==> config.mk <==
export PLATFORM = sky130hd
export DESIGN_NAME = rotate_scheduler
export DESIGN_NICKNAME = d
export VERILOG_FILES = /design/src/rtl/rotate_pkg.sv /design/src/rtl/rotate_scheduler_btn_debounce.sv /design/src/rtl/rotate_scheduler.sv
export SDC_FILE = /design/constraint.sdc
export NUM_CORES = 1
export LEC_CHECK = 0
export CORE_MARGIN = 3
export CORE_UTILIZATION = 64
export DETAILED_ROUTE_END_ITERATION = 10
export PLACE_DENSITY = 0.86
export REMOVE_ABC_BUFFERS = 1
export SETUP_SLACK_MARGIN = 0.02
export SLEW_MARGIN = 20
export SYNTH_ARGS = -nofsm -noshare
export SYNTH_HDL_FRONTEND = slang
export SYNTH_SLANG_ARGS = --single-unit
==> constraint.sdc <==
create_clock -name clk -period 17.2 [get_ports clk]
set_input_delay 2.58 -clock clk [delete_from_list [all_inputs] [get_ports clk]]
set_output_delay 2.58 -clock clk [all_outputs]
set_load 0.03 [all_outputs]
==> src/rtl/rotate_pkg.sv <==
// Shared definitions for the scrolling message display controller.
//   mode_t      : HOLD / RUN mode encoding
//   STREAM_LEN  : nibbles in the scroll stream (message1 then message2)
//   POS_W/NIB_W : widths of the scroll position and of one displayed digit
//   stream_nib  : picks nibble idx from the stream, nibble 0 being the MSB
package rotate_pkg;

    typedef enum logic {
        MODE_HOLD = 1'b0,
        MODE_RUN  = 1'b1
    } mode_t;

    localparam int STREAM_LEN = 16;
    localparam int POS_W      = 4;
    localparam int NIB_W      = 4;
    localparam int STREAM_W   = STREAM_LEN * NIB_W;

    function automatic logic [NIB_W-1:0] stream_nib(input logic [STREAM_W-1:0] s,
                                                    input logic [POS_W-1:0]    idx);
        logic [STREAM_W-1:0] sh;
        sh = s << (NIB_W * idx);
        return sh[STREAM_W-1 -: NIB_W];
    endfunction

endpackage

==> src/rtl/rotate_scheduler_btn_debounce.sv <==
// Front-panel button conditioner.
//   clk   : system clock
//   reset : asynchronous, active-low
//   btn   : raw button level
//   press : one-cycle pulse when the accepted level goes 0 -> 1
// The accepted level follows the synchronised input only after it has
// differed for DEBOUNCE_CYCLES consecutive cycles; any bounce restarts it.
module btn_debounce #(
    parameter int DEBOUNCE_CYCLES = 1000000
) (
    input  logic clk,
    input  logic reset,
    input  logic btn,
    output logic press
);

    localparam int CNT_W = $clog2(DEBOUNCE_CYCLES + 1);
    localparam logic [CNT_W-1:0] CNT_LAST = CNT_W'(DEBOUNCE_CYCLES - 1);

    logic             sync1;
    logic             sync2;
    logic             level;
    logic [CNT_W-1:0] cnt;

    always_ff @(posedge clk or negedge reset) begin
        if (!reset) begin
            sync1 <= 1'b0;
            sync2 <= 1'b0;
            level <= 1'b0;
            cnt   <= '0;
            press <= 1'b0;
        end else begin
            sync1 <= btn;
            sync2 <= sync1;
            press <= 1'b0;
            if (sync2 != level) begin
                if (cnt == CNT_LAST) begin
                    level <= sync2;
                    cnt   <= '0;
                    // Pulse only on the rising acceptance.
                    press <= sync2;
                end else begin
                    cnt <= cnt + 1'b1;
                end
            end else begin
                cnt <= '0;
            end
        end
    end

endmodule

==> src/rtl/rotate_scheduler.sv <==
// Scroll sequencing controller for the four-digit message display.
//   clk, reset           : system clock, asynchronous active-low reset
//   mode_btn, step_btn   : raw buttons (RUN/HOLD toggle, single step in HOLD)
//   dir                  : 1 = forward, 0 = backward
//   msg_load             : strobe capturing message1/message2 into the pending buffer
//   message1, message2   : stream nibbles 0-7 and 8-15, MS nibble first
//   hex3..hex0           : displayed nibbles, hex0 = stream[pos]
//   pos                  : scroll position
//   running, pending     : RUN mode flag, loaded message awaiting commit
//
// state     | meaning
// MODE_HOLD | scroll frozen, prescaler frozen, step presses advance
// MODE_RUN  | prescaler runs, each tick advances, step presses ignored
module rotate_scheduler
    import rotate_pkg::*;
#(
    parameter int TICK_DIV        = 50000000,
    parameter int DEBOUNCE_CYCLES = 1000000
) (
    input  logic             clk,
    input  logic             reset,
    input  logic             mode_btn,
    input  logic             step_btn,
    input  logic             dir,
    input  logic             msg_load,
    input  logic [31:0]      message1,
    input  logic [31:0]      message2,
    output logic [NIB_W-1:0] hex3,
    output logic [NIB_W-1:0] hex2,
    output logic [NIB_W-1:0] hex1,
    output logic [NIB_W-1:0] hex0,
    output logic [POS_W-1:0] pos,
    output logic             running,
    output logic             pending
);

    localparam int PRE_W = $clog2(TICK_DIV);
    localparam logic [PRE_W-1:0] PRE_LAST = PRE_W'(TICK_DIV - 1);

    mode_t               mode;
    mode_t               mode_nxt;
    logic [PRE_W-1:0]    presc;
    logic                mode_press;
    logic                step_press;
    logic                tick;
    logic                advance;
    logic                commit_adv;
    logic [POS_W-1:0]    pos_nxt;
    logic [STREAM_W-1:0] incoming;
    logic [STREAM_W-1:0] active;
    logic [STREAM_W-1:0] active_nxt;
    logic                active_valid;
    logic                active_valid_nxt;
    logic [STREAM_W-1:0] pend_buf;
    logic [STREAM_W-1:0] pend_buf_nxt;
    logic                pending_nxt;

    btn_debounce #(.DEBOUNCE_CYCLES(DEBOUNCE_CYCLES)) u_mode_db (
        .clk   (clk),
        .reset (reset),
        .btn   (mode_btn),
        .press (mode_press)
    );

    btn_debounce #(.DEBOUNCE_CYCLES(DEBOUNCE_CYCLES)) u_step_db (
        .clk   (clk),
        .reset (reset),
        .btn   (step_btn),
        .press (step_press)
    );

    assign running  = (mode == MODE_RUN);
    assign incoming = {message1, message2};

    always_ff @(posedge clk or negedge reset) begin
        if (!reset) begin
            mode <= MODE_HOLD;
        end else begin
            mode <= mode_nxt;
        end
    end

    // Advance is decided by the current mode even when a mode press
    // lands in the same cycle as a tick.
    always_comb begin
        mode_nxt = mode;
        tick     = (mode == MODE_RUN) && (presc == PRE_LAST);
        advance  = (mode == MODE_RUN) ? tick : step_press;
        if (mode_press) begin
            mode_nxt = (mode == MODE_RUN) ? MODE_HOLD : MODE_RUN;
        end
    end

    always_comb begin
        pos_nxt          = pos;
        active_nxt       = active;
        active_valid_nxt = active_valid;
        pend_buf_nxt     = pend_buf;
        pending_nxt      = pending;

        if (advance) begin
            pos_nxt = dir ? pos + 1'b1 : pos - 1'b1;
        end
        commit_adv = advance && (pos_nxt == '0);

        if (commit_adv && msg_load) begin
            // Message arriving on the wrap goes straight to the display.
            active_nxt       = incoming;
            active_valid_nxt = 1'b1;
            pending_nxt      = 1'b0;
        end else begin
            if (pending && (commit_adv || !active_valid)) begin
                active_nxt       = pend_buf;
                active_valid_nxt = 1'b1;
                pending_nxt      = 1'b0;
            end
            if (msg_load) begin
                pend_buf_nxt = incoming;
                pending_nxt  = 1'b1;
            end
        end
    end

    always_ff @(posedge clk or negedge reset) begin
        if (!reset) begin
            presc <= '0;
        end else if (mode == MODE_HOLD && mode_nxt == MODE_RUN) begin
            presc <= '0;
        end else if (mode == MODE_RUN) begin
            presc <= tick ? '0 : presc + 1'b1;
        end
    end

    always_ff @(posedge clk or negedge reset) begin
        if (!reset) begin
            pos          <= '0;
            active       <= '0;
            active_valid <= 1'b0;
            pend_buf     <= '0;
            pending      <= 1'b0;
            hex0         <= '0;
            hex1         <= '0;
            hex2         <= '0;
            hex3         <= '0;
        end else begin
            pos          <= pos_nxt;
            active       <= active_nxt;
            active_valid <= active_valid_nxt;
            pend_buf     <= pend_buf_nxt;
            pending      <= pending_nxt;
            hex0         <= stream_nib(active_nxt, pos_nxt);
            hex1         <= stream_nib(active_nxt, pos_nxt + 4'd1);
            hex2         <= stream_nib(active_nxt, pos_nxt + 4'd2);
            hex3         <= stream_nib(active_nxt, pos_nxt + 4'd3);
        end
    end

endmodule

==> flow_metrics.tcl <==
set metrics [dict create \
    status "finished, final reports clean" \
    hp-start "u_mode_db.sync1" \
    drtIter0Drc 1269 \
    finalNetCount 1429 \
    dieWidth_microns 146 \
    rsz0062_at_grt "no" \
    cts_setup_buffers 0 \
    path_cells "clkdlybuf4s50_1, inv_1, fa_1, mux2_2, inv_1, ha_1, and2_1, nand4_1, buf_4, buf_4, o21ai_0, o22a_1, mux4_2, o221ai_1" \
    r2r_end "hex1[3]" \
    via_per_inst 6.79 \
    crit_slowest_cell "mux2_2" \
    ios 92 \
    ys_warn_count 0 \
    min_period_ps 7160 \
    synth_area_sq_um 12600 \
    switching_share_pct 25.6 \
    ys_seq_elements 225 \
    clk_pin_slew_ps 60 \
    comb_power_share_pct 14.5 \
    syn_area_per_cell_sq_um 9.67 \
    cts_root_buf "clkbuf_16" \
    seq_power_share_pct 44.5 \
    finalHoldViolCount 0 \
    postRouteAntennaNets 0 \
    critPathKind "in -> reg" \
    final.setup_skew_ps 14.4 \
    worstReg2RegStart "presc[11]" \
    place_congestion 0.872 \
    worst_slew_pin_slew_ps 1080 \
    rows 50 \
    min_path_type "reg -> reg" \
    p_leak_nw 5.73 \
    start_util_pct 66.4 \
    drc_errors 0 \
    synthArstFlopShare_pct 100 \
    synth_ff_type "dfrtp_1" \
    vias 11000 \
    clkLatencyLatePin_ps 520 \
    nFillCells 1310 \
    hpwl_mm 19.7 \
    routedWlPerCell_microns 20.0 \
    synthCells 1306 \
    cts.path.max_buffers 3 \
    whs_path_depth 0 \
    pwr-share-clk_pct 41.0 \
    powerDensity_nw_per_um2 91.5 \
    slowest_delay_ps 690 \
    grt_usage_pct 29.8 \
    max_cap_violations 0 \
    yosysSeqAreaShare_pct 44.6 \
    max_freq_mhz 140 \
    synth_cell_type_count 51 \
    intPower_mw 0.989 \
    antenna_found_initial 1 \
    dieArea_sq_um 21500 \
    crit_fanout 79 \
    r2r_cells 15 \
    power.switching_mw 0.340 \
    mostFrequentLayoutCell "dfrtp_1" \
    regToRegSetupSlack_ps 11140 \
    drt_pass1_iterations 8 \
    numPortBuffers 91 \
    endpoint_kind "flop" \
    postPlaceCellArea_sq_um 13700 \
    grt-ovfl-total 0 \
    numCtsBuffers 25 \
    routed_wirelength_mm 32.6 \
    max_slew_margin_pct 27.2 \
    min_to "u_mode_db.sync2" \
    timing.setup.tns_ps 0 \
    grt_pass1_wl_mm 53.5 \
    grt_pass1_vias 10600 \
    fp.coreArea_sq_um 19000 \
    period_share_pct 41.6 \
    setup_viol 0 \
    drive_above_1_share_pct 12.2 \
    stdcell_area_sq_um 14500 \
    synth_enable_flop_cells 0 \
    htreeDepth 1 \
    cts_tree "done" \
    cts.hold.buffers_added 0 \
    die-height_microns 146 \
    final_cell_mix "225 x dfrtp_1, 198 x nor2_1, 108 x o21ai_0, 90 x clkdlybuf4s50_1, 81 x inv_1" \
    grt_max_degree 84 \
    required_ps 17630 \
    crit_arrival_ps 7580 \
    vdd.ir_drop.worst_uv 82.7 \
    slew_viol_final 0 \
    area_growth_pct 14.9 \
    cts_num_sinks 225 \
    ctsResizeCount 0 \
    start_kind "primary input" \
]
==> layout make-up <==
class                   instances  area [sq um]  area share (%)
flip-flops and latches        225          5630            38.8
well taps                     260           325            2.24
diodes                          1          2.50          0.0172
clock buffers                  30           654            4.51
clock inverters                15           183            1.26
repair buffers                111          1070            7.37
inverters                      82           308            2.12
multi-input cells             901          6340            43.7
==> cells in the mapped netlist (all sizes together) (27+ instances only) <==
cell type	n	area [sq um]
o221ai	38	333
a211oi	64	500
clkbuf	67	251
o21ai	115	576
buf	31	149
mux2	71	800
inv	82	308
nand2	31	116
nor2	198	743
a311oi	64	561
o32ai	30	282
xnor2	31	272
xor2	27	236
nand3	33	165
dfrtp	225	5630
==> per-layer routing <==
metal  vias to the layer above  wire length, microns  track usage (%)
met5                         -                     0                0
met4                         0                  1030             9.60
met3                       110                  3320             6.46
met2                       628                 15200             47.6
met1                      5316                 13000             41.0
li1                       4979                     -                -
==> power by group through the flow <==
stage / Sequential (mW) / Combinational, mW / Clock (mW)
floorplan: 0.604 / 0.109 / 0
global placement: 0.597 / 0.182 / 0
detailed placement: 0.599 / 0.189 / 0
CTS: 0.590 / 0.191 / 0.552
global route: 0.594 / 0.210 / 0.574
finish: 0.591 / 0.193 / 0.545
==> worst max-delay path, delay by kind of cell <==
family	cells	cell delay [ps]
AO/OA/AOI/OAI	3	680
multiplexers	2	1150
adder cells (fa/ha/maj)	2	790
AND/OR/NAND/NOR	2	230
buffers and inverters	5	2050
==> worst max-delay path by stage <==
stage	cells past startpoint	slack, ps	to	from
final	14	10040	hex1[3]	dir
after global routing	14	9720	hex3[3]	dir
after CTS	14	10160	hex1[3]	dir
after detailed placement	14	9620	hex1[3]	dir
after global placement	14	9740	hex1[3]	dir
after floorplan	10	5720	hex0[0]	dir
==> sequential cells by signal (all words and copies together), names as in the netlist <==
register	flops
u_mode_db.sync2	1
u_step_db.sync1	1
hex1	4
u_mode_db.sync1	1
active_valid	1
presc	26
pos	4
u_step_db.level	1
hex3	4
active	64
u_mode_db.cnt	20
running	1
hex2	4
u_step_db.cnt	20
u_step_db.press	1
u_step_db.sync2	1
u_mode_db.press	1
hex0	4
pending	1
pend_buf	64
u_mode_db.level	1
==> cells by family after synthesis <==
| group | after synthesis | share of synthesized area (%) |
|---|---|---|
| AOI/OAI and AO/OA | 404 | 23.3 |
| xor gates and xnor gates | 59 | 4.20 |
| adders and majority gates | 13 | 1.35 |
| buffers and inverters | 180 | 5.61 |
| DFF | 225 | 44.6 |
| muxes | 86 | 8.90 |
| and+or+nand+nor | 339 | 12.1 |
==> stage by stage <==
stage	hold WS [ps]	setup slack (ps)	utilization (%)	power, mW	cells
detailed placement	337	9620	71.9	0.788	1579
global route	359	9720	76.3	1.38	1625
CTS	351	10160	76.3	1.33	1624
global placement	332	9740	71.9	0.779	1579
finish	350	10040	76.3	1.33	1625
floorplan	331	5720	-	0.713	1208
(Power assumes the default switching activity.)
